### src/rtl/mac_accum_param.sv
// mac_accum_param: pairs operand A and operand B from two independent valid
// streams, multiplies each pair (signed or unsigned per pair) and sums DEPTH
// products into one ACC_W-bit result, flagged by a one-cycle out_valid pulse.
//
// Pipeline:
//   holding FSM  -> picks up A and B, which may arrive in different cycles
//   stage 1      -> registered product, valid bit, last-of-block flag, mode
//   stage 2      -> accumulator; publishes mac_out on the last product
//
// Handshake: in_valid_a / in_valid_b are plain valid strobes with no ready;
// every valid operand is consumed (paired, held, or overwriting the held copy
// of the same operand). out_valid is a single-cycle pulse and mac_out holds
// until the next result.
//
// Optional feature: define MAC_ACCUM_SAT_EN to clamp every accumulation to
// the ACC_W range of the product's mode and report clamps on sat_flag.
// Without the macro the accumulator wraps and sat_flag is tied to 0.
//
// Parameter constraints: DATA_W >= 2, DEPTH >= 2, ACC_W >= 2*DATA_W,
// 2**CNT_W >= DEPTH.

module mac_accum_param #(
   parameter int DATA_W = 4,
   parameter int DEPTH  = 8,
   parameter int ACC_W  = 11,
   parameter int CNT_W  = 3
) (
   input  logic              clk,
   input  logic              reset_n,
   input  logic [DATA_W-1:0] in_a,
   input  logic              in_valid_a,
   input  logic [DATA_W-1:0] in_b,
   input  logic              in_valid_b,
   input  logic              is_signed,
   input  logic              clear,
   output logic [ACC_W-1:0]  mac_out,
   output logic              out_valid,
   output logic [CNT_W-1:0]  pair_cnt,
   output logic              sat_flag
);

   localparam int              PROD_W   = 2 * DATA_W;
   localparam logic [CNT_W-1:0] LAST_CNT = CNT_W'(DEPTH - 1);

   // Operand holding state; state_q is the observation point for this FSM.
   typedef enum logic [1:0] {
      S_EMPTY  = 2'd0,
      S_HAVE_A = 2'd1,
      S_HAVE_B = 2'd2
   } hold_state_e;

   hold_state_e       state_q, state_d;
   logic [DATA_W-1:0] hold_a_q, hold_a_d;
   logic [DATA_W-1:0] hold_b_q, hold_b_d;

   // Pairing and product
   logic              avail_a, avail_b, accept;
   logic [DATA_W-1:0] op_a, op_b;
   logic [PROD_W-1:0] ext_a, ext_b, prod;

   // Stage 1 registers
   logic              p_valid_q, p_valid_d;
   logic [PROD_W-1:0] p_data_q, p_data_d;
   logic              p_last_q, p_last_d;
   logic              p_signed_q, p_signed_d;
   logic [CNT_W-1:0]  pair_cnt_q, pair_cnt_d;

   // Stage 2 registers
   logic [ACC_W-1:0]  acc_q, acc_d;
   logic [ACC_W-1:0]  mac_out_q, mac_out_d;
   logic              out_valid_q, out_valid_d;
   logic [ACC_W-1:0]  sum_acc;

   // An operand is available when held or presented live; live wins.
   always_comb begin
      avail_a = in_valid_a || (state_q == S_HAVE_A);
      avail_b = in_valid_b || (state_q == S_HAVE_B);
      accept  = avail_a && avail_b && !clear;
      op_a    = in_valid_a ? in_a : hold_a_q;
      op_b    = in_valid_b ? in_b : hold_b_q;
   end

   // Holding FSM next state: pair, capture a lone operand, or keep waiting.
   always_comb begin
      state_d  = state_q;
      hold_a_d = hold_a_q;
      hold_b_d = hold_b_q;
      if (clear) begin
         state_d  = S_EMPTY;
         hold_a_d = '0;
         hold_b_d = '0;
      end else if (accept) begin
         state_d = S_EMPTY;
      end else if (in_valid_a) begin
         // EMPTY or HAVE_A with no B: take (or overwrite) the held A.
         state_d  = S_HAVE_A;
         hold_a_d = in_a;
      end else if (in_valid_b) begin
         state_d  = S_HAVE_B;
         hold_b_d = in_b;
      end
   end

   // Full-width product; signed mode sign-extends both operands first so a
   // plain PROD_W-bit multiply yields the two's-complement product.
   always_comb begin
      if (is_signed) begin
         ext_a = {{DATA_W{op_a[DATA_W-1]}}, op_a};
         ext_b = {{DATA_W{op_b[DATA_W-1]}}, op_b};
      end else begin
         ext_a = {{DATA_W{1'b0}}, op_a};
         ext_b = {{DATA_W{1'b0}}, op_b};
      end
      prod = ext_a * ext_b;
   end

   // Stage 1: latch the product with its block position and mode.
   always_comb begin
      p_valid_d  = accept;
      p_data_d   = p_data_q;
      p_last_d   = p_last_q;
      p_signed_d = p_signed_q;
      pair_cnt_d = pair_cnt_q;
      if (clear) begin
         pair_cnt_d = '0;
      end else if (accept) begin
         p_data_d   = prod;
         p_last_d   = (pair_cnt_q == LAST_CNT);
         p_signed_d = is_signed;
         pair_cnt_d = (pair_cnt_q == LAST_CNT) ? '0 : pair_cnt_q + CNT_W'(1);
      end
   end

`ifdef MAC_ACCUM_SAT_EN
   // Two guard bits hold any single-step overflow in either mode.
   localparam int SUM_W = ACC_W + 2;

   logic [SUM_W-1:0] acc_ext, prod_ext, sum_w;
   logic             clamp;
   logic             sticky_q, sticky_d;
   logic             sat_flag_q, sat_flag_d;

   // Saturating add: clamp to the signed or unsigned ACC_W range of this product.
   always_comb begin
      if (p_signed_q) begin
         acc_ext  = SUM_W'($signed(acc_q));
         prod_ext = SUM_W'($signed(p_data_q));
      end else begin
         acc_ext  = SUM_W'(acc_q);
         prod_ext = SUM_W'(p_data_q);
      end
      sum_w   = acc_ext + prod_ext;
      sum_acc = sum_w[ACC_W-1:0];
      clamp   = 1'b0;
      if (p_signed_q) begin
         // In range only when every bit above the ACC_W sign bit matches it.
         if (sum_w[SUM_W-1:ACC_W-1] != {(SUM_W-ACC_W+1){sum_w[SUM_W-1]}}) begin
            clamp   = 1'b1;
            sum_acc = sum_w[SUM_W-1] ? {1'b1, {(ACC_W-1){1'b0}}}
                                     : {1'b0, {(ACC_W-1){1'b1}}};
         end
      end else if (sum_w[SUM_W-1:ACC_W] != '0) begin
         clamp   = 1'b1;
         sum_acc = '1;
      end
   end

   // Sticky clamp record for the block, published alongside mac_out.
   always_comb begin
      sticky_d   = sticky_q;
      sat_flag_d = sat_flag_q;
      if (clear) begin
         sticky_d = 1'b0;
      end else if (p_valid_q) begin
         if (p_last_q) begin
            sat_flag_d = sticky_q | clamp;
            sticky_d   = 1'b0;
         end else begin
            sticky_d = sticky_q | clamp;
         end
      end
   end

   // Saturation status registers.
   always_ff @(posedge clk) begin
      if (!reset_n) begin
         sticky_q   <= 1'b0;
         sat_flag_q <= 1'b0;
      end else begin
         sticky_q   <= sticky_d;
         sat_flag_q <= sat_flag_d;
      end
   end

   assign sat_flag = sat_flag_q;
`else
   logic [ACC_W-1:0] prod_acc;

   // Wrapping add modulo 2**ACC_W with the product extended per its mode.
   always_comb begin
      if (p_signed_q) begin
         prod_acc = ACC_W'($signed(p_data_q));
      end else begin
         prod_acc = ACC_W'(p_data_q);
      end
      sum_acc = acc_q + prod_acc;
   end

   assign sat_flag = 1'b0;
`endif

   // Stage 2: accumulate; the last product of a block publishes and restarts.
   always_comb begin
      acc_d       = acc_q;
      mac_out_d   = mac_out_q;
      out_valid_d = 1'b0;
      if (clear) begin
         acc_d = '0;
      end else if (p_valid_q) begin
         if (p_last_q) begin
            mac_out_d   = sum_acc;
            out_valid_d = 1'b1;
            acc_d       = '0;
         end else begin
            acc_d = sum_acc;
         end
      end
   end

   // All datapath and FSM registers; reset outranks clear.
   always_ff @(posedge clk) begin
      if (!reset_n) begin
         state_q     <= S_EMPTY;
         hold_a_q    <= '0;
         hold_b_q    <= '0;
         p_valid_q   <= 1'b0;
         p_data_q    <= '0;
         p_last_q    <= 1'b0;
         p_signed_q  <= 1'b0;
         pair_cnt_q  <= '0;
         acc_q       <= '0;
         mac_out_q   <= '0;
         out_valid_q <= 1'b0;
      end else begin
         state_q     <= state_d;
         hold_a_q    <= hold_a_d;
         hold_b_q    <= hold_b_d;
         p_valid_q   <= p_valid_d;
         p_data_q    <= p_data_d;
         p_last_q    <= p_last_d;
         p_signed_q  <= p_signed_d;
         pair_cnt_q  <= pair_cnt_d;
         acc_q       <= acc_d;
         mac_out_q   <= mac_out_d;
         out_valid_q <= out_valid_d;
      end
   end

   assign mac_out   = mac_out_q;
   assign out_valid = out_valid_q;
   assign pair_cnt  = pair_cnt_q;

endmodule

### config.mk
export PLATFORM = sky130hd
export DESIGN_NAME = mac_accum_param
export DESIGN_NICKNAME = d
export VERILOG_FILES = /design/src/rtl/mac_accum_param.sv
export SDC_FILE = /design/constraint.sdc
export NUM_CORES = 1
export LEC_CHECK = 0
export CAP_MARGIN = 15
export CELL_PAD_IN_SITES_DETAIL_PLACEMENT = 2
export CELL_PAD_IN_SITES_GLOBAL_PLACEMENT = 2
export CORE_MARGIN = 2
export CORE_UTILIZATION = 38
export DETAILED_ROUTE_END_ITERATION = 7
export GPL_ROUTABILITY_DRIVEN = 0
export PLACE_DENSITY = 0.86
export RECOVER_POWER = 50
export SLEW_MARGIN = 15
export SYNTH_ARGS = -nofsm -noshare
export SYNTH_HDL_FRONTEND = slang
export SYNTH_SLANG_ARGS = --single-unit
### constraint.sdc
create_clock -name clk -period 11.8 [get_ports clk]
set_clock_uncertainty 0.15 [all_clocks]
set_input_delay 1.77 -clock clk [delete_from_list [all_inputs] [get_ports clk]]
set_output_delay 1.77 -clock clk [all_outputs]
set_load 0.1 [all_outputs]
# Yosys cells after proc, flatten, opt, wreduce, memory -nomap -nowiden
# Index checks and enable logic that the tools add are counted.
totals:
  in_bits: 14
  ff_bits: 47
  word_cells: 46
classes:
  add_sub_neg: 2
  n_mul: 1
  n_reduce_logical: 13
  n_mux: 10
  eq_ne: 3
  bitwise_logic: 5
ops:
  columns: ["operator", "n"]
  rows:
  - ["11-bit 2-to-1 mux", 2]
  - ["8-bit 2-to-1 mux", 2]
  - ["11-bit adder", 1]
  - ["8-bit by 8-bit multiplier with 8-bit output", 1]
  - ["4-bit 2-to-1 mux", 2]
  - ["3-bit OR reduction", 2]
  - ["1-bit NOT", 5]
  - ["2-bit AND reduction", 2]
  - ["4-bit OR reduction", 1]
  - ["3-bit by 1-bit adder with 3-bit output, second input constant", 1]
  - ["3-bit == test, second input constant", 1]
  - ["1-bit 2-to-1 mux", 3]
  - ["3-bit 2-to-1 mux", 1]
  - ["3-bit AND reduction", 1]
  - ["2-bit by 1-bit == test with 1-bit output, second input constant", 1]
  - ["2-bit == test, second input constant", 1]
  - ["1-bit logical AND", 2]
  - ["1-bit logical OR", 2]
  - ["2-bit nonzero test", 1]
  - ["2-bit OR reduction", 1]
  - ["1-bit logical NOT", 1]

# Longest topological paths before layout
logic_depth:
  ltp_word: 6
  depth_mapped: 18

# Worst setup path before layout
# Ideal clock, no wire load.
synth_timing:
  path_kind: "input port to flip-flop"
  startpoint: "input port in_valid_b"
  endpoint: "register p_data_q[7]"
  n_path_buf: 1
  path_slack_ns: 6.027
  required_time_ns: 11.571
  arrival_ns: 5.544
  stages: 17
  cell_sequence: "buf_4 -> mux2i_1 -> nand2b_1 -> nor2_1 -> inv_1 -> fa_1 -> fa_1 -> inv_1 -> fa_1 -> inv_1 -> fa_1 -> inv_1 -> ha_1 -> a21oi_2 -> xnor2_1 -> or3b_1 -> o221ai_2"
synth_via:
  elab_chain_cells: 4
  elab_cells_between_ends: 7
synth_lines:
  columns: ["element", "line", "source"]
  rows:
  - ["from (decl)", "33", "input logic in_valid_b,"]
  - ["parallel branches: the longest is 4 deep, another holds 8-bit by 8-bit multiplier with 8-bit output", null, null]
  - ["to (signal assigned)", "249", "p_data_q <= p_data_d;"]
  - ["to (decl)", "63", "logic [PROD_W-1:0] p_data_q, p_data_d;"]
# Parallel ways; which one is timed is not known.
# A chain may end at the register's enable or synchronous reset.

# Worst setup path in the final report
layout_timing:
  startpoint: "input port in_valid_a"
  endpoint: "register p_data_q[7]"
layout_via:
  elab_chain_cells: 4
  elab_cells_between_ends: 7
layout_lines:
  columns: ["element", "line", "source"]
  rows:
  - ["from (decl)", "31", "input logic in_valid_a,"]
  - ["parallel branches: the longest is 4 deep, another holds 8-bit by 8-bit multiplier with 8-bit output", null, null]
# Parallel ways; which one is timed is not known.

==> reports/metrics.cfg <==
[placement]
port_buffers = 28
dp_cells = 489
hpwlAfterDp_mm = 6.921

[sta]
drv_slew = 0
hold_viol = 0
finalSetupViolCount = 0
min_period_over_period_pct = 54.89
worst_pin_slew_ns = 1.113
fmax_mhz = 154.4
fin_setup_tns_ns = 0
period_minus_slack_ns = 6.477
rsz0062_at_grt = false
maxSlewHeadroom_pct = 25.79

[global_routing]
track_usage_pct = 21.68
grt_pass1_wl_mm = 15.20
grt_overflow = 0
antenna_found_initial = 0
grt_pass1_vias = 3051
grt_start_max_net_pins = 27

[setup_path]
cp-end-kind = flip-flop
cp_max_fo = 12
critical-path-max-stage-delay_ns = 0.83
crit_cells = 17
r2r_start = hold_b_q[3]
critPathTopFamily = adder cells
crit_buf_inv = 3
crit_path_end = p_data_q[7]
arrival_ns = 6.56
startpoint = in_valid_a
cp_slowest_cell = clkdlybuf4s50_1
worstRegToRegCells = 16
crit_top_cell = ha_1
r2r_setup_slack_ns = 7.36
crit_required_ns = 11.88
crit_type = in -> reg
startpoint_type = primary input
timing.rr.end = p_data_q[7]
path_cells = clkdlybuf4s50_1 -> mux2i_1 -> xnor2_1 -> nor2_1 -> ha_1 -> a21o_1 -> fa_1 -> ha_1 -> inv_1 -> fa_1 -> inv_1 -> ha_1 -> a21o_1 -> a21oi_2 -> xnor2_1 -> or3b_1 -> o221ai_2

[floorplan]
core_area_sq_mm = 0.008175
die_h_microns = 95.78
die_x_microns = 95.78
die_area_sq_mm = 0.009173
initial_utilization_pct = 39.15
placementRows = 33
io_pins = 30

[route]
wl_per_cell_microns = 18.47
ant_nets = 0
vias = 2719
routed_via_density = 5.471
routed_wl_mm = 9.179
drc = 0
drt_iter0_markers = 59
drtPass1Iterations = 4

[logic_synthesis]
synth_nets = 425
synth_area_per_cell_sq_um = 8.604
yosys_warnings = 0
ys_top_cells_by_area = dfxtp_1 (29%), ha_1 (11%), fa_1 (7.5%)
synth_top_area_share_pct = 29.40
yosys-top-cells-count = dfxtp_1 (47), nor2_1 (44), nand2_1 (40), inv_1 (29), ha_1 (27)
synthDistinctLibCells = 57
synth_most_common_cell = dfxtp_1
synth.cell_area_sq_mm = 0.003201
ys_async_sr_fraction_pct = 0
synth_edf_count = 0
synth_seq_area_share_pct = 29.40
ys_ff_latch = 47
synth_ff_type = dfxtp_1
yosys.area.top_type = dfxtp_1
syn_inst = 372

[cts]
cts_tree = yes
root_buffer = clkbuf_8
cts_max_level = 2
path_clk_slew_ns = 0.09
clkSinkCount = 47
cts_max_path_buffers = 2
cts_resized = 0
cts-buffers-inserted = 5
ctsHoldBuffers = 0
clock_latency_ns = 0.32
post_cts_buffers = 0

[job]
max_cap_viol_count = 0

[power]
total_leakage_power_uw = 0.001636
ir_drop_mv = 0.05193
powerDensity_mw_per_mm2 = 97.11

[final_layout]
antenna_cells = 0
area_growth_pct = 14.11
drive_gt1_share_pct = 5.612
fin_cells = 497
layout.nets = 444

[worst_hold_path]
holdCritPathClass = reg -> reg

[outcome]
status = finished, final reports clean

## per-stage QoR
stage	utilization [%]	total power [uW]	hold slack (ns)	instance area, sq um	setup WS [ns]
finish	44.67	354.7	0.3147	3652	5.323
global route	44.67	370.8	0.3457	3652	5.039
CTS	44.67	358.8	0.3233	3652	5.322
detailed placement	43.19	226.7	0.2962	3531	5.040
global placement	43.19	223.9	0.2920	3531	5.152
floorplan	-	208.8	0.2805	3201	6.027
## power breakdown
part	switching [uW]	internal, uW
combinational	36.7	22.3
sequential	2.80	161
clock	61.6	69.8
total	101	254
## worst reg2reg max path, delay by kind of cell (launching register included)
family                   cells  cell delay (ns)
flip-flops                   1             0.35
AO/OA/AOI/OAI                2             0.30
adder cells (fa/ha/maj)      5             2.26
XOR/XNOR                     1             0.09
buffers and inverters        4             0.25
multiplexers                 1             0.17
AND/OR/NAND/NOR              3             0.78
## cell families (layout without fill, tap and decap cells)
logic type,Yosys count,in the layout,synth area share (%)
simple gates,129,129,18.45
compound gates,78,78,17.87
flops,47,47,29.40
buf+inv,45,65,5.942
fa+ha+maj,39,39,18.06
xor+xnor,18,18,4.926
mux,15,15,5.238
other cells,1,1,0.1172
## worst min-delay path by stage
stage	slack (ns)	startpoint	endpoint	cells after the start
after floorplan	0.28	p_signed_q	p_signed_q	2
after global placement	0.29	p_signed_q	p_signed_q	2
after detailed placement	0.30	p_signed_q	p_signed_q	2
after CTS	0.32	mac_out[7]	mac_out[7]	2
after global routing	0.35	mac_out[7]	mac_out[7]	2
final	0.31	mac_out[7]	mac_out[7]	2
## layout by cell type, fill, tap and decap left out, drive strengths merged, types with 13 or more instances in the layout
cell type,instances
a21oi,18
dfxtp,47
mux2i,14
inv,30
a21boi,16
ha,27
nand2,40
xnor2,13
nor2,44
dlygate4sd3,17
## flip-flops by register name, summed over array words and instances (netlist names)
register,flops
acc_q,11
mac_out,11
p_data_q,8
hold_a_q,4
hold_b_q,4
pair_cnt,3
state_q,2
out_valid,1
p_last_q,1
p_signed_q,1
p_valid_q,1
## final cells by class
cell class	instances	area [sq um]
repair buffers	28	280.3
fillers	907	4523
clock inverters	2	38.79
inverters	29	108.9
well taps	105	131.4
flip-flops and latches	47	940.9
multi-input cells	280	2069
clock buffers	6	82.58
## routing by layer
layer / vias up / wire length [microns] / GRT usage (%)
met3: 14 / 205 / 3.289
met2: 33 / 4611 / 38.64
met4: 0 / 165 / 5.833
li1: 1293 / - / -
met1: 1379 / 4196 / 27.20
met5: - / 0 / 0
(Power assumes the default switching activity.)
